$ cat config.mk
export PLATFORM = sky130hd
export DESIGN_NAME = rr_flit_arbiter
export DESIGN_NICKNAME = d
export VERILOG_FILES = /design/src/rtl/rr_flit_arbiter_pkg.sv /design/src/rtl/rr_flit_arbiter_pick.sv /design/src/rtl/rr_flit_arbiter.sv
export SDC_FILE = /design/constraint.sdc
export NUM_CORES = 1
export LEC_CHECK = 0
export CAP_MARGIN = 20
export CORE_ASPECT_RATIO = 0.7
export CORE_MARGIN = 2
export CORE_UTILIZATION = 37
export CTS_BUF_LIST = sky130_fd_sc_hd__clkbuf_4 sky130_fd_sc_hd__clkbuf_8
export DETAILED_ROUTE_END_ITERATION = 7
export PLACE_DENSITY = 0.88
export SLEW_MARGIN = 5
export SYNTH_ARGS = -nofsm -noshare
export SYNTH_HDL_FRONTEND = slang
export SYNTH_SLANG_ARGS = --single-unit
$ cat constraint.sdc
create_clock -name clk -period 7.35 [get_ports clk]
set_input_delay 1.8375 -clock clk [delete_from_list [all_inputs] [get_ports clk]]
set_output_delay 1.8375 -clock clk [all_outputs]
set_load 0.01 [all_outputs]
$ cat src/rtl/rr_flit_arbiter_pkg.sv
// Shared router definitions: default sizing, flit type and arbiter state enum.
package rr_flit_arbiter_pkg;

  localparam int N_IN_DEF   = 5;
  localparam int FLIT_W_DEF = 32;

  typedef logic [FLIT_W_DEF-1:0] flit_t;

  typedef enum logic {
    ST_IDLE   = 1'b0,
    ST_LOCKED = 1'b1
  } arb_state_e;

endpackage

$ cat src/rtl/rr_flit_arbiter_pick.sv
// Rotating-priority first-valid finder: searches req starting at ptr and
// wrapping around, returns whether any request exists and the first index.
module rr_pick #(
  parameter int N     = 5,
  parameter int IDX_W = 3
) (
  input  logic [N-1:0]     req,
  input  logic [IDX_W-1:0] ptr,
  output logic             found,
  output logic [IDX_W-1:0] idx
);

  // One extra bit so ptr + offset never overflows before the wrap subtract.
  logic [IDX_W:0] cand;

  // Walk offsets 0..N-1 from ptr; the first requesting candidate wins.
  always_comb begin
    found = 1'b0;
    idx   = '0;
    cand  = '0;
    for (int i = 0; i < N; i++) begin
      cand = {1'b0, ptr} + (IDX_W+1)'(i);
      if (cand >= (IDX_W+1)'(N)) cand = cand - (IDX_W+1)'(N);
      if (!found && req[cand[IDX_W-1:0]]) begin
        found = 1'b1;
        idx   = cand[IDX_W-1:0];
      end
    end
  end

endmodule

$ cat src/rtl/rr_flit_arbiter.sv
// Round-robin flit arbiter with packet locking. A head flit from the winning
// channel locks the output to that channel until its tail flit passes.
// Handshake: a flit moves on a side when valid and ready are both high at a
// rising clk edge; in_ready may depend on in_valid and out_ready, and at most
// one in_ready bit is high in any cycle.
module rr_flit_arbiter
  import rr_flit_arbiter_pkg::*;
#(
  parameter int N_IN   = N_IN_DEF,
  parameter int FLIT_W = FLIT_W_DEF,
  parameter int IDX_W  = (N_IN > 1) ? $clog2(N_IN) : 1
) (
  input  logic                          clk,
  input  logic                          rst_n,
  input  logic [N_IN-1:0]               in_valid,
  input  logic [N_IN-1:0]               in_last,
  input  logic [N_IN-1:0][FLIT_W-1:0]   in_data,
  output logic [N_IN-1:0]               in_ready,
  output logic                          out_valid,
  output logic                          out_last,
  output logic [FLIT_W-1:0]             out_data,
  input  logic                          out_ready,
  output logic [IDX_W-1:0]              grant_idx,
  output logic                          locked,
  output arb_state_e                    dbg_state,
  output logic [IDX_W-1:0]              dbg_ptr
);

  arb_state_e       state_q, state_d;
  logic [IDX_W-1:0] owner_q, owner_d;
  logic [IDX_W-1:0] ptr_q, ptr_d;

  logic             pick_found;
  logic [IDX_W-1:0] pick_idx;
  logic [IDX_W-1:0] sel;
  logic             active;
  logic             xfer;

  // Channel after v, wrapping N_IN-1 back to 0 so ptr never holds >= N_IN.
  function automatic logic [IDX_W-1:0] wrap_inc(input logic [IDX_W-1:0] v);
    if (v == IDX_W'(N_IN-1)) return '0;
    return v + IDX_W'(1);
  endfunction

  rr_pick #(
    .N     (N_IN),
    .IDX_W (IDX_W)
  ) u_pick (
    .req   (in_valid),
    .ptr   (ptr_q),
    .found (pick_found),
    .idx   (pick_idx)
  );

  // Select the channel driving the output: the owner when locked, else the
  // round-robin winner, else park on ptr.
  always_comb begin
    sel    = ptr_q;
    active = 1'b0;
    if (state_q == ST_LOCKED) begin
      sel    = owner_q;
      active = in_valid[owner_q];
    end else if (pick_found) begin
      sel    = pick_idx;
      active = 1'b1;
    end
  end

  assign xfer = active & out_ready;

  // Output mux and ready steering; everything is quiet while reset is held.
  always_comb begin
    out_valid = rst_n & active;
    out_last  = rst_n & active & in_last[sel];
    out_data  = in_data[sel];
    grant_idx = rst_n ? sel : '0;
    in_ready  = '0;
    if (rst_n && ((state_q == ST_LOCKED) || pick_found)) in_ready[sel] = out_ready;
    locked    = (state_q == ST_LOCKED);
    dbg_state = state_q;
    dbg_ptr   = ptr_q;
  end

  // Next-state: head flit locks, tail flit unlocks and advances the pointer.
  always_comb begin
    state_d = state_q;
    owner_d = owner_q;
    ptr_d   = ptr_q;
    case (state_q)
      ST_IDLE: begin
        if (xfer) begin
          if (in_last[sel]) begin
            ptr_d = wrap_inc(sel);
          end else begin
            state_d = ST_LOCKED;
            owner_d = sel;
          end
        end
      end
      ST_LOCKED: begin
        if (xfer && in_last[sel]) begin
          state_d = ST_IDLE;
          ptr_d   = wrap_inc(owner_q);
        end
      end
      default: state_d = ST_IDLE;
    endcase
  end

  // State registers; reset abandons any packet and restarts at channel 0.
  always_ff @(posedge clk or negedge rst_n) begin
    if (!rst_n) begin
      state_q <= ST_IDLE;
      owner_q <= '0;
      ptr_q   <= '0;
    end else begin
      state_q <= state_d;
      owner_q <= owner_d;
      ptr_q   <= ptr_d;
    end
  end

endmodule

### Word-level counts from Yosys, hierarchy flattened

Cells that the tools add are included.

* bitwise operators: 6
* reductions and logical operators: 14
* muxes and demuxes: 58
* order comparisons: 13
* eq/ne operators: 5
* $add $sub $neg: 11

Operator list (number)
* 32-bit binary-select mux with 3-bit select: 1
* 3-bit two-way mux: 20
* 32-bit two-way mux: 1
* 3-bit by 4-bit < comparator with 1-bit output, second input constant: 7
* 1-bit two-way mux: 25
* 1-bit binary-select mux with 3-bit select: 7
* 4-bit by 3-bit greater-or-equal comparator with 1-bit output, second input constant: 4
* 3-bit subtractor, second input constant: 5
* 3-bit by 2-bit adder with 4-bit output, second input constant: 2
* 1-bit logical AND: 7
* 3-bit by 1-bit adder with 3-bit output, second input constant: 2
* 3-bit == test, second input constant: 2
* 3-bit case mux with 2 select lines: 1
* 3-bit AND reduction: 2
* 5-bit bitwise AND: 1
* 5-bit two-way mux: 1
* 3-bit by 1-bit adder with 4-bit output, second input constant: 1
* 3-bit by 3-bit adder with 4-bit output, second input constant: 1
* 1-bit logical NOT: 4
* 2-bit != test, second input constant: 2
* 1-bit bitwise AND: 3
* 1-bit demux with 3-bit select: 1
* 3-bit by 1-bit greater-or-equal comparator with 1-bit output, second input constant: 1
* 3-bit greater-or-equal comparator, second input constant: 1
* other kinds (4): 5

* input bits: 173
* bits in registers: 7
* output and inout bits: 47

### Logic depth before layout (Yosys ltp)

Gate-level depths: netlist of run 1.

* depth in word-level cells: 28
* gate-level depth with buffers: 21
* mapped depth without buffers: 18

### Modules after synthesis

A second synthesis of run 1 with hierarchy kept.

* cell total of the unflattened synthesis: 375
* area, all modules: 3083.0 sq um

By module, submodules not included
* rr_flit_arbiter: instances 1, cells each 240, area each 1988.2 sq um
* rr_pick: instances 1, cells each 135, area each 1094.8 sq um

### Worst setup path after synthesis of run 1

No wires, ideal clock.

* path type: input -> output
* start point: in in_valid[2]
* end point: out in_ready[0]
* stages on the path: 12
* path slack: 0.877 ns
* data required time: 5.512 ns
* arrival: 4.635 ns
* cells stage by stage: buf_2 > mux4_2 > and3_4 > a31o_1 > a31oi_1 > and4_1 > o21ai_0 > o2111ai_1 > nand2_1 > buf_2 > buf_1 > nor4_1

* cells in the longest elaborated chain, start to end: 23

Ends and longest elaborated chain
* start: declaration: line rr_flit_arbiter.sv:15 `input logic [N_IN-1:0] in_valid,`
* 1-bit binary-select mux with 3-bit select: line rr_flit_arbiter_pick.sv:24 `if (!found && req[cand[IDX_W-1:0]]) begin`
* 1-bit two-way mux (implied by the code): line rr_flit_arbiter_pick.sv:24
* 1-bit two-way mux: line rr_flit_arbiter_pick.sv:24
* 1-bit logical NOT: line rr_flit_arbiter_pick.sv:24
* 1-bit logical AND: line rr_flit_arbiter_pick.sv:24
* 1-bit two-way mux: line rr_flit_arbiter_pick.sv:24
* 1-bit logical NOT: line rr_flit_arbiter_pick.sv:24
* 1-bit logical AND: line rr_flit_arbiter_pick.sv:24
* [... 8 more ...]
* 3-bit two-way mux *: line rr_flit_arbiter.sv:60 `if (state_q == ST_LOCKED) begin`
* via sel[0]: line rr_flit_arbiter.sv:35 `logic [IDX_W-1:0] sel;`
* 3-bit by 4-bit < comparator with 1-bit output (implied by the code) or 3-bit by 1-bit greater-or-equal comparator with 1-bit output (tied branches): line rr_flit_arbiter.sv:78 `if (rst_n && ((state_q == ST_LOCKED) || pick_found)) in_ready[sel] = out_ready;`
* 1-bit logical AND (implied by the code): line rr_flit_arbiter.sv:78
* 1-bit two-way mux (implied by the code): line rr_flit_arbiter.sv:78
* 1-bit demux with 3-bit select *: line rr_flit_arbiter.sv:78
* 5-bit bitwise AND (no line) *
* 5-bit two-way mux *: line rr_flit_arbiter.sv:78
* end: declaration: line rr_flit_arbiter.sv:18 `output logic [N_IN-1:0] in_ready,`

Mark *: on every way through the listed nets, which the timed path passes. The rest lies on a longest branch. The select of a mux whose other input is x is not followed.

### Worst setup path in the final report of run 1

* start point: in in_valid[1]
* end point: out out_data[28]

* cells in the longest elaborated chain, start to end: 19

Ends and longest elaborated chain
* 1-bit binary-select mux with 3-bit select: line rr_flit_arbiter_pick.sv:24
* 1-bit two-way mux (implied by the code): line rr_flit_arbiter_pick.sv:24
* 1-bit two-way mux: line rr_flit_arbiter_pick.sv:24
* 1-bit logical NOT: line rr_flit_arbiter_pick.sv:24
* 1-bit logical AND: line rr_flit_arbiter_pick.sv:24
* 1-bit two-way mux: line rr_flit_arbiter_pick.sv:24
* 1-bit logical NOT: line rr_flit_arbiter_pick.sv:24
* 1-bit logical AND: line rr_flit_arbiter_pick.sv:24
* [... 3 more ...]
* 1-bit two-way mux: line rr_flit_arbiter_pick.sv:24
* 1-bit logical NOT: line rr_flit_arbiter_pick.sv:24
* 1-bit logical AND: line rr_flit_arbiter_pick.sv:24
* 3-bit two-way mux or 1-bit two-way mux (tied branches): line rr_flit_arbiter_pick.sv:24
* 3-bit two-way mux *: line rr_flit_arbiter.sv:63 `end else if (pick_found) begin`
* 3-bit two-way mux *: line rr_flit_arbiter.sv:60
* 32-bit binary-select mux with 3-bit select *: line rr_flit_arbiter.sv:75 `out_data = in_data[sel];`
* 32-bit two-way mux (implied by the code) *: line rr_flit_arbiter.sv:75
* end: declaration: line rr_flit_arbiter.sv:21 `output logic [FLIT_W-1:0] out_data,`

Mark *: on every way between the ends. The rest lies on a longest branch, timed or not. The select of a mux whose other input is x is not followed.

==> parameters.txt, run 1 <==
Parameter                              Value

Yosys
  Post-synth cell types ... 81
  Mapped Avg Cell Area ... 7.33 um2
  Fraction of post-synthesis cell area in the top cell type by area ... 22.3%
  Sequential element share of the synthesized area ... 5.42%
  Leading cell types by total area after synthesis ... sky130_fd_sc_hd__mux2i_1, sky130_fd_sc_hd__a21oi_1, sky130_fd_sc_hd__o22ai_1, sky130_fd_sc_hd__dfrtp_1, sky130_fd_sc_hd__nor2_1
  Dominant cell type by area after synthesis ... sky130_fd_sc_hd__mux2i_1
  Count leader, synth ... sky130_fd_sc_hd__mux2i_1
  Main flop type after synthesis ... sky130_fd_sc_hd__dfrtp_1
  Area of the mapped netlist ... 3230 um2
  Post-synthesis instance total ... 441
  Count of state elements after synthesis ... 7
  Async set-reset flop share out of synthesis ... 100%
  Top cell types by occurrence after synthesis ... sky130_fd_sc_hd__mux2i_1, sky130_fd_sc_hd__a21oi_1, sky130_fd_sc_hd__nor2_1
  Total nets after synthesis ... 627
  Yosys warns ... 0
  Number of enable-type register cells in the synthesized netlist ... 0

Place
  Area after DPL ... 5810 um2
  Post-placement cell count ... 796
  Total half-perimeter wirelength after legalization and detailed placement ... 13.5 mm
  Input/output buffers ... 219
  Weighted congestion reported at the end of routability-driven placement ... 0.980

Timing
  Worst clock skew ... 0.00518 ns
  Final critical-path share of the clock period ... 100%
  Worst setup margin ... -0.0151 ns
  Unrepaired setup endpoints after global routing ... true
  Maximum clock frequency ... 136 MHz
  Worst-margin pin slew ... 0.609 ns
  Final hold violations ... 0
  Pins over their slew limit ... 0
  Normalized max-slew margin ... 59.3%
  Post-route minimum period ... 7.37 ns
  Number of setup violations in the final report ... 1

Floorplanning
  Full die area ... 9510 um2
  Vertical die dimension ... 82.2 um
  Horizontal die dimension ... 116 um
  Count of standard-cell rows ... 28
  Standard cell core area ... 8480 um2
  I/O pin cnt ... 220
  Initial Utilization ... 38.1%

Final layout
  Post-Layout Cell Count ... 800
  Count of inserted antenna diode cells ... 0
  Util after Layout ... 70.2%
  Area of all placed cells without fillers ... 5950 um2
  Ratio of cells with drive above 1 in the final layout ... 13.2%
  Area growth, synth to finish ... 84.2%
  Final nets ... 867

Power
  Part of the total power dissipated in the clock network ... 23.8%
  Sw Ratio ... 27.1%
  Maximum vdd ir drop ... 0.0740 mV
  Total power per unit cell area ... 43.3 nW/um2
  Net switching power ... 0.0000699 W
  Total Power ... 0.000258 W
  Fraction of power consumed by combinational cells ... 61.2%
  Cell internal pwr ... 0.000188 W
  Standby leakage power ... 3.18 nW
  Register share of total power ... 15.0%

Detailed routing
  Number of search-and-repair iterations in the first detailed-routing pass ... 5
  Detailed Route Iter0 Violations ... 414
  Remaining antenna violation count ... 0
  Total vias in the final route ... 4697
  Total detailed-routing wirelength ... 16.4 mm
  Vias/cell ... 5.87
  Routed wire length per instance ... 20.4 um
  Remaining DRCs ... 0

Clock network
  Clock latency reported for the late side of the worst-skew pair ... 0.24 ns
  Level count of the clock H-tree ... 1
  CTS Sinks ... 7
  TritonCTS clock tree ... done
  Root buffer selected by CTS ... sky130_fd_sc_hd__clkbuf_8
  Setup fix buffers added after clock tree synthesis ... 0
  CTS hold repair buffers ... 0
  Clock transition time at the flip-flop clock pins of the worst setup and hold paths ... 0.04 ns
  Buffers from clock root to sink, at most ... 2
  Number of buffers created by CTS ... 3

Worst setup path
  Endpoint class of the critical path ... output pin
  Data arrival time at the worst-slack endpoint ... 5.53 ns
  Critical path data required time ... 5.51 ns
  Setup slack of the most critical reg-to-reg path ... 2.64 ns
  WS Path Type ... input port to output pin
  Reg-to-Reg Start ... dbg_ptr[2]
  Reg2Reg Depth ... 15
  Critical Path Source Type ... input port
  Peak fanout along the critical path ... 15
  Critical register-to-register path endpoint ... owner_q[0]

Flow run
  Max-cap check violation count ... 0

Global route
  Number of global-route vias before repair ... 4431
  Overall fraction of global-route tracks in use ... 32.2%
  Antenna violations before repair ... 0
  Global-route wire length before repair ... 23.7 mm
  Final global-route overflow total ... 0
  Largest net degree at the start of global routing ... 30

Worst hold path
  Hold crit path type ... register to register
  Worst min-delay path startpoint ... owner_q[2]
  Endpoint of the worst hold path ... owner_q[2]
  Hold path cells ... 2

Status
  Result of the run ... complete, but fails checks
  Violated checks ... setup timing
==> cell type report <==
type	instances	area (um2)
multi-input cells	377	2830
repair buffers	271	2680
fillers	687	2520
flip-flops and latches	7	175
well taps	120	150
inverters	21	78.8
clock buffers	4	48.8
==> layout by cell type, fill, tap and decap left out, types with 13 or more instances in the layout <==
cell type | netlist | final
sky130_fd_sc_hd__buf_4 | 1 | 46
sky130_fd_sc_hd__a21oi_1 | 48 | 47
sky130_fd_sc_hd__o21ai_0 | 14 | 13
sky130_fd_sc_hd__inv_1 | 19 | 19
sky130_fd_sc_hd__o22ai_1 | 34 | 32
sky130_fd_sc_hd__mux2i_1 | 72 | 72
sky130_fd_sc_hd__nor2_1 | 44 | 43
sky130_fd_sc_hd__clkdlybuf4s50_1 | 0 | 189
sky130_fd_sc_hd__nand2_1 | 19 | 18
sky130_fd_sc_hd__dlymetal6s2s_1 | 2 | 17
sky130_fd_sc_hd__dlygate4sd2_1 | 0 | 13
==> metrics by stage <==
stage / setup TNS, ns / hold WS, ns / setup slack (ns)
after global placement: -2.18 / 0.612 / -0.176
final: -0.0151 / 0.702 / -0.0151
after global routing: -0.354 / 0.723 / -0.0923
after CTS: 0 / 0.670 / 0.0230
after detailed placement: -3.94 / 0.641 / -0.207
after floorplan: 0 / 0.557 / 0.877
==> worst max-delay path: stages <==
cell and delay (ns):
sky130_fd_sc_hd__clkdlybuf4s50_1 0.47, sky130_fd_sc_hd__buf_4 0.20, sky130_fd_sc_hd__mux4_2 0.46, sky130_fd_sc_hd__a31o_1 0.25, sky130_fd_sc_hd__a31o_1 0.23, sky130_fd_sc_hd__or4_1 0.54
sky130_fd_sc_hd__o32ai_2 0.18, sky130_fd_sc_hd__a22oi_2 0.10, sky130_fd_sc_hd__or2_4 0.33, sky130_fd_sc_hd__buf_4 0.21, sky130_fd_sc_hd__o22ai_1 0.13, sky130_fd_sc_hd__clkdlybuf4s50_1 0.58
==> kinds of logic (layout without fill, tap and decap cells) <==
group | after synthesis | count (layout) | synth area share [%]
xor+xnor | 4 | 4 | 1.08
mux | 78 | 78 | 25.7
fa+ha+maj | 13 | 13 | 5.26
buf+inv | 57 | 296 | 9.21
compound gates | 160 | 160 | 33.7
flops | 7 | 7 | 5.42
simple gates | 122 | 122 | 19.7
==> power groups by stage <==
| stage | sequential (W) | combinational (W) | clock (W) |
|---|---|---|---|
| floorplan | 0.0000393 | 0.0000370 | 0 |
| global placement | 0.0000392 | 0.000151 | 0 |
| detailed placement | 0.0000392 | 0.000153 | 0 |
| CTS | 0.0000387 | 0.000155 | 0.0000610 |
| global route | 0.0000387 | 0.000168 | 0.0000628 |
| finish | 0.0000387 | 0.000158 | 0.0000615 |
==> flip-flops by register name, indices dropped and copies added, names as in the netlist <==
name	count
dbg_state	1
dbg_ptr	3
owner_q	3
==> per-layer routing <==
| layer | GRT usage [%] | vias up | routed length (um) |
|---|---|---|---|
| met1 | 43.4 | 2202 | 6820 |
| met5 | 0 | - | 0 |
| met4 | 13.2 | 0 | 556 |
| met2 | 51.5 | 278 | 7710 |
| li1 | - | 2168 | - |
| met3 | 5.18 | 49 | 1270 |
==> worst max path at each step <==
stage	end	cells after the start	from	slack [ns]
final	out_data[28]	12	in_valid[1]	-0.02
after global routing	out_data[10]	16	in_valid[1]	-0.09
after CTS	out_last	16	in_valid[3]	0.02
after detailed placement	out_data[19]	12	in_valid[2]	-0.21
after global placement	out_data[16]	12	in_valid[2]	-0.18
after floorplan	in_ready[0]	12	in_valid[2]	0.88
==> repair_timing <==
item | CTS | global route
endpoints found under the hold margin | 0 | 0
resized for setup | 21 | 23
gates cloned | 0 | 0
pin swaps | 1 | 1
setup endpoints to repair | 34 | 24
Power figures use the tool's default switching activity.
==> run 2, diff against run 1 <==
--- a/config.mk
+++ b/config.mk
@@ -7,7 +7,7 @@
 export LEC_CHECK = 0
 export CAP_MARGIN = 20
 export CORE_ASPECT_RATIO = 0.7
-export CORE_MARGIN = 2
+export CORE_MARGIN = 1.5
 export CORE_UTILIZATION = 37
 export CTS_BUF_LIST = sky130_fd_sc_hd__clkbuf_4 sky130_fd_sc_hd__clkbuf_8
 export DETAILED_ROUTE_END_ITERATION = 7
==> run 2 against run 1 <==
  * The flow still finishes with violations (setup timing)
  * Register-to-register slack got worse by 0.12 ns
  * Global-route usage decreased by 0.69 points
  * Routed wire length decreased by 2.4%
  * Total power decreased by 2.0%
  * Clock skew decreased by 0.0033 ns
  * Sequential cell count unchanged
  * Die area decreased by 2.1%
  * Clock power decreased by 7.0%
  * Critical endpoint is now out_last
==> parameters.txt, run 2 (synthesis gave the netlist of run 1 again) <==
Parameter                              Value

Worst setup path
  Endpoint class of the critical path ... output pin
  Critical register-to-register path endpoint ... owner_q[0]
  CP max-delay cell ... sky130_fd_sc_hd__clkdlybuf4s50_1
  Buf/Inv on CP ... 5
  Data arrival time at the worst-slack endpoint ... 5.58 ns
  Largest delay contributor family on the critical path ... buffers and inverters
  Logic depth of the worst path, buffers included ... 15
  Reg-to-Reg Start ... dbg_ptr[2]
  Critical Path Source Type ... input port
  Critical-path cell list ... clkdlybuf4s50_1 -> buf_4 -> nor3b_1 -> o21a_1 -> o31a_1 -> a21o_1 -> buf_4 -> or4_1 -> o32ai_2 -> a22oi_2 -> or2_4 -> buf_12 -> a21oi_4 -> o21a_1 -> clkdlybuf4s50_1
  Worst path max stage delay ... 0.53 ns
  Peak fanout along the critical path ... 10
  Critical path data required time ... 5.51 ns
  Reg2Reg Depth ... 16
  WS Path Type ... input port to output pin
  Setup slack of the most critical reg-to-reg path ... 2.52 ns

Clock network
  Level count of the clock H-tree ... 1
  CTS hold repair buffers ... 0
  Buffers from clock root to sink, at most ... 2
  Root buffer selected by CTS ... sky130_fd_sc_hd__clkbuf_8
  TritonCTS clock tree ... done
  Clock transition time at the flip-flop clock pins of the worst setup and hold paths ... 0.04 ns
  CTS Sinks ... 7
  Number of buffers created by CTS ... 3
  Clock latency reported for the late side of the worst-skew pair ... 0.22 ns

Power
  Total power per unit cell area ... 41.8 nW/um2
  Register share of total power ... 15.3%
  Net switching power ... 0.0000651 W
  Standby leakage power ... 3.38 nW
  Cell internal pwr ... 0.000188 W
  Fraction of power consumed by combinational cells ... 62.1%
  Sw Ratio ... 25.7%
  Maximum vdd ir drop ... 0.0614 mV
  Part of the total power dissipated in the clock network ... 22.6%

Detailed routing
  Total detailed-routing wirelength ... 16.0 mm
  Total vias in the final route ... 4609
  Routed wire length per instance ... 19.8 um
  Remaining antenna violation count ... 0
  Vias/cell ... 5.71
  Detailed Route Iter0 Violations ... 338
  Number of search-and-repair iterations in the first detailed-routing pass ... 6
  Remaining DRCs ... 0

Timing
  Unrepaired setup endpoints after global routing ... true
  Normalized max-slew margin ... 55.8%
  Worst clock skew ... 0.00184 ns
  Final hold violations ... 0
  Final critical-path share of the clock period ... 101%
  Worst slack on hold paths ... 0.693 ns
  Maximum clock frequency ... 135 MHz
  Pins over their slew limit ... 0
  Number of setup violations in the final report ... 1
  Worst setup margin ... -0.0658 ns
  Worst-margin pin slew ... 0.656 ns
  Final total negative setup slack ... -0.0658 ns
  Post-route minimum period ... 7.42 ns

Global route
  Antenna violations before repair ... 0
  Overall fraction of global-route tracks in use ... 31.5%
  Largest net degree at the start of global routing ... 30
  Global-route wire length before repair ... 22.7 mm
  Number of global-route vias before repair ... 4409
  Final global-route overflow total ... 0

Final layout
  Final nets ... 874
  Ratio of cells with drive above 1 in the final layout ... 13.8%
  Fillers ... 693
  Util after Layout ... 71.4%
  Leading cell type in the layout, fill and taps excluded ... sky130_fd_sc_hd__clkdlybuf4s50_1
  Area growth, synth to finish ... 87.2%
  Highest-count cells in the layout ignoring fill and taps ... sky130_fd_sc_hd__clkdlybuf4s50_1, sky130_fd_sc_hd__mux2i_1, sky130_fd_sc_hd__buf_4, sky130_fd_sc_hd__a21oi_1, sky130_fd_sc_hd__nor2_1
  Area taken by multi-input logic gates ... 2810 um2
  Count of inserted antenna diode cells ... 0
  Area of all sequential standard cells ... 175 um2

Floorplanning
  Vertical die dimension ... 81.2 um
  Initial Utilization ... 38.1%
  Horizontal die dimension ... 115 um
  Count of standard-cell rows ... 28
  Standard cell core area ... 8480 um2
  I/O pin cnt ... 220
  Full die area ... 9320 um2

Worst hold path
  Endpoint of the worst hold path ... owner_q[0]
  Worst min-delay path startpoint ... owner_q[0]
  Hold path cells ... 1
  Hold crit path type ... register to register

Place
  Weighted congestion reported at the end of routability-driven placement ... 1.10
  Pre-CTS setup slack ... -0.132 ns
  Input/output buffers ... 219
  Total half-perimeter wirelength after legalization and detailed placement ... 13.4 mm

Flow run
  Max-cap check violation count ... 0

Status
  Result of the run ... complete, but fails checks
  Violated checks ... setup timing
[run 2: per-stage QoR]
step                std cells  area (um2)  total power, W
floorplan                 441        3230       0.0000763
global route              807        6050        0.000265
global placement          799        5860        0.000189
detailed placement        799        5860        0.000192
CTS                       805        5940        0.000251
finish                    807        6050        0.000253
[run 2: layout make-up]
cell class | instances | share of cell area, %
Timing Repair Buffer | 278 | 46.1
Sequential cell | 7 | 2.89
Clock buffer | 4 | 0.806
Tap cell | 120 | 2.48
Inverter | 21 | 1.30
Multi-Input combinational cell | 377 | 46.4
[run 2: worst register-to-register path, delay by kind of cell, from the launching register on]
family / cells / cell delay [ns]
AND/OR/NAND/NOR: 2 / 0.80
adder cells (fa/ha/maj): 1 / 0.53
AO/OA/AOI/OAI: 5 / 1.10
multiplexers: 2 / 0.53
buffers and inverters: 6 / 1.02
flip-flops: 1 / 0.74
[run 2: worst max-delay path by stage]
stage                        to   startpoint  slack [ns]
finish                 out_last  in_valid[3]       -0.07
global route           out_last  in_valid[3]       -0.12
CTS                 out_data[1]  in_valid[3]        0.01
detailed placement  out_data[2]  in_valid[3]       -0.13
global placement    out_data[2]  in_valid[3]       -0.05
floorplan           in_ready[0]  in_valid[2]        0.88
[run 2: what timing repair did]
item,4_1_cts,5_1_grt
gates resized for setup,13,31
setup endpoints to repair,32,29
pin swaps,0,1
buffers inserted,2,2
[run 2: power by group through the flow]
stage | registers [W] | logic, W | clock network, W
6_report | 0.0000387 | 0.000157 | 0.0000572
4_1_cts | 0.0000387 | 0.000154 | 0.0000580
2_1_floorplan | 0.0000393 | 0.0000370 | 0
5_1_grt | 0.0000387 | 0.000165 | 0.0000613
3_5_place_dp | 0.0000392 | 0.000152 | 0
3_3_place_gp | 0.0000392 | 0.000150 | 0
[run 2: metal layers]
metal / GRT usage [%] / vias to the layer above / wire length [um]
met2: 52.8 / 257 / 7630
met5: 0 / - / 0
met4: 11.1 / 0 / 478
met3: 3.73 / 42 / 1240
met1: 42.0 / 2129 / 6610
li1: - / 2181 / -
==> run 3, diff against run 2 <==
--- a/config.mk
+++ b/config.mk
@@ -11,6 +11,7 @@
 export CORE_UTILIZATION = 37
 export CTS_BUF_LIST = sky130_fd_sc_hd__clkbuf_4 sky130_fd_sc_hd__clkbuf_8
 export DETAILED_ROUTE_END_ITERATION = 7
+export GPL_TIMING_DRIVEN = 0
 export PLACE_DENSITY = 0.88
 export SLEW_MARGIN = 5
 export SYNTH_ARGS = -nofsm -noshare
==> run 3 against run 2 <==
  * The run now ends clean
  * Total power fell by 2.7%
  * Combinational power fell by 7%
  * Largest power group unchanged
  * Clock power rose by 6.5%
  * Setup slack improved by 0.15 ns
  * Final area fell by 4.4%
  * Clock skew barely moved
  * Register-to-register slack got worse by 0.45 ns
  * Routed wire length fell by 1.7%
  * First-iteration DRC count rose by 6.2%
  * Die area did not move
  * Critical path depth fell by 2
  * Via count rose by 1.2%
==> parameters.txt, run 3 (synthesis gave the netlist of run 1 again) <==
Parameter                              Value

Status
  Result of the run ... finished, final reports clean

Clock network
  CTS Sinks ... 7
  Number of buffers created by CTS ... 3
  Buffers from clock root to sink, at most ... 2
  Root buffer selected by CTS ... sky130_fd_sc_hd__clkbuf_8
  Level count of the clock H-tree ... 1
  Clock transition time at the flip-flop clock pins of the worst setup and hold paths ... 0.04 ns
  Clock latency reported for the late side of the worst-skew pair ... 0.23 ns
  TritonCTS clock tree ... done
  CTS hold repair buffers ... 0

Power
  Maximum vdd ir drop ... 0.0352 mV
  Total Power ... 0.000246 W
  Total power per unit cell area ... 42.5 nW/um2
  Standby leakage power ... 3.01 nW

Final layout
  Post-Layout Cell Count ... 790
  Fillers ... 703
  Count of inserted antenna diode cells ... 0
  Ratio of cells with drive above 1 in the final layout ... 11.6%
  Leading cell type in the layout, fill and taps excluded ... sky130_fd_sc_hd__clkdlybuf4s50_1
  Area of all placed cells without fillers ... 5780 um2
  Highest-count cells in the layout ignoring fill and taps ... sky130_fd_sc_hd__clkdlybuf4s50_1, sky130_fd_sc_hd__mux2i_1, sky130_fd_sc_hd__a21oi_1, sky130_fd_sc_hd__nor2_1, sky130_fd_sc_hd__o22ai_1
  Final nets ... 857
  Area growth, synth to finish ... 78.9%

Worst setup path
  Largest delay contributor family on the critical path ... buffers and inverters
  Endpoint class of the critical path ... output pin
  Worst path max stage delay ... 0.59 ns
  Critical Path Source Type ... input port
  Critical register-to-register path endpoint ... dbg_ptr[2]
  Reg2Reg Depth ... 19
  WS Path Type ... input port to output pin
  CP max-delay cell ... sky130_fd_sc_hd__or4_1
  Reg-to-Reg Start ... dbg_ptr[0]
  Buf/Inv on CP ... 4
  Critical-path cell list ... buf_2 -> mux4_2 -> and3_4 -> a31o_1 -> a31o_1 -> or4_1 -> o32ai_4 -> a22oi_2 -> or2_1 -> buf_6 -> buf_2 -> o22ai_1 -> clkdlybuf4s50_1
  Setup slack of the most critical reg-to-reg path ... 2.07 ns
  Data arrival time at the worst-slack endpoint ... 5.43 ns
  Critical path data required time ... 5.51 ns
  Peak fanout along the critical path ... 10

Floorplanning
  Standard cell core area ... 8480 um2
  Initial Utilization ... 38.1%
  Vertical die dimension ... 81.2 um
  Horizontal die dimension ... 115 um
  I/O pin cnt ... 220
  Full die area ... 9320 um2
  Count of standard-cell rows ... 28

Timing
  Final hold violations ... 0
  Pins over their slew limit ... 0
  Normalized max-slew margin ... 46.4%
  Worst clock skew ... 0.00151 ns
  Maximum clock frequency ... 138 MHz
  Worst slack on hold paths ... 0.659 ns
  Worst setup margin ... 0.0819 ns
  Final critical-path share of the clock period ... 98.9%
  Number of setup violations in the final report ... 0
  Post-route minimum period ... 7.27 ns
  Worst-margin pin slew ... 0.801 ns

Place
  Post-placement cell count ... 778
  Input/output buffers ... 217
  Weighted congestion reported at the end of routability-driven placement ... 1.00
  Area after DPL ... 5560 um2
  Pre-CTS setup slack ... -0.673 ns
  Total half-perimeter wirelength after legalization and detailed placement ... 12.7 mm

Worst hold path
  Hold crit path type ... register to register
  Hold path cells ... 2
  Worst min-delay path startpoint ... owner_q[2]
  Endpoint of the worst hold path ... owner_q[2]

Detailed routing
  Remaining antenna violation count ... 0
  Total detailed-routing wirelength ... 15.7 mm
  Routed wire length per instance ... 19.9 um
  Total vias in the final route ... 4665
  Remaining DRCs ... 0
  Number of search-and-repair iterations in the first detailed-routing pass ... 5
  Detailed Route Iter0 Violations ... 359
  Vias/cell ... 5.91

Global route
  Antenna violations before repair ... 0
  Global-route wire length before repair ... 22.4 mm
  Number of global-route vias before repair ... 4379
  Final global-route overflow total ... 0
  Overall fraction of global-route tracks in use ... 30.9%
  Largest net degree at the start of global routing ... 12

Flow run
  Max-cap check violation count ... 0
run 3: cell types whose count changed in the layout (fill, tap and decap cells not counted), moves of 3 or more:
cell                              delta
sky130_fd_sc_hd__buf_2              +16
sky130_fd_sc_hd__clkbuf_4            +3
sky130_fd_sc_hd__clkbuf_1            +5
sky130_fd_sc_hd__buf_6               +6
sky130_fd_sc_hd__clkdlybuf4s50_1     +3
sky130_fd_sc_hd__buf_12              -8
sky130_fd_sc_hd__dlygate4sd2_1       +6
sky130_fd_sc_hd__buf_4              -39
sky130_fd_sc_hd__dlymetal6s2s_1     -12
run 3: worst max-delay path by stage:
stage,start,end,cells past startpoint
2_1_floorplan,in_valid[2],in_ready[0],12
3_3_place_gp,in_valid[1],out_data[2],15
3_5_place_dp,in_valid[1],out_data[2],15
4_1_cts,in_valid[1],out_data[27],13
5_1_grt,dbg_ptr[0],out_data[22],17
6_report,in_valid[3],out_data[3],13
run 3: area by class of cell:
type                            instances  area [um2]  share of cell area, %
Multi-Input combinational cell        377        2850                   49.2
Timing Repair Buffer                  225        2240                   38.7
Buffer                                 36         239                   4.13
Tap cell                              120         150                   2.60
Inverter                               21        82.6                   1.43
Clock buffer                            4        48.8                  0.844
Sequential cell                         7         175                   3.03
run 3: per-stage QoR:
step	setup TNS [ns]	utilization, %
after CTS	-0.0940	66.8
after global routing	-0.0149	68.2
final	0	68.2
after floorplan	0	-
after global placement	-20.83	65.5
after detailed placement	-21.98	65.5
run 3: layer usage:
metal	vias to the layer above	global-route usage (%)	wire (um)
met4	0	10.6	562
met3	54	6.27	1450
met2	285	51.3	7360
met1	2177	40.0	6320
met5	-	0	0
li1	2149	-	-
run 3: tightest hold or removal path, stage by stage, from the launching register on:
cell and delay [ns]:
sky130_fd_sc_hd__dfrtp_1 0.37, sky130_fd_sc_hd__inv_1 0.11, sky130_fd_sc_hd__o32ai_1 0.13
run 3: repair_timing:
action	4_1_cts	5_1_grt
gates cloned	1	0
pin swaps	1	1
setup endpoints to repair	40	26
buffers inserted	2	5
resized for setup	39	35
run 3: power breakdown:
part / leakage [nW] / internal (W) / switching (W)
Combinational: 2.92 / 0.000101 / 0.0000460
Sequential: 0.0717 / 0.0000387 / 0
Clock: 0.0262 / 0.0000414 / 0.0000194
Total: 3.01 / 0.000181 / 0.0000654
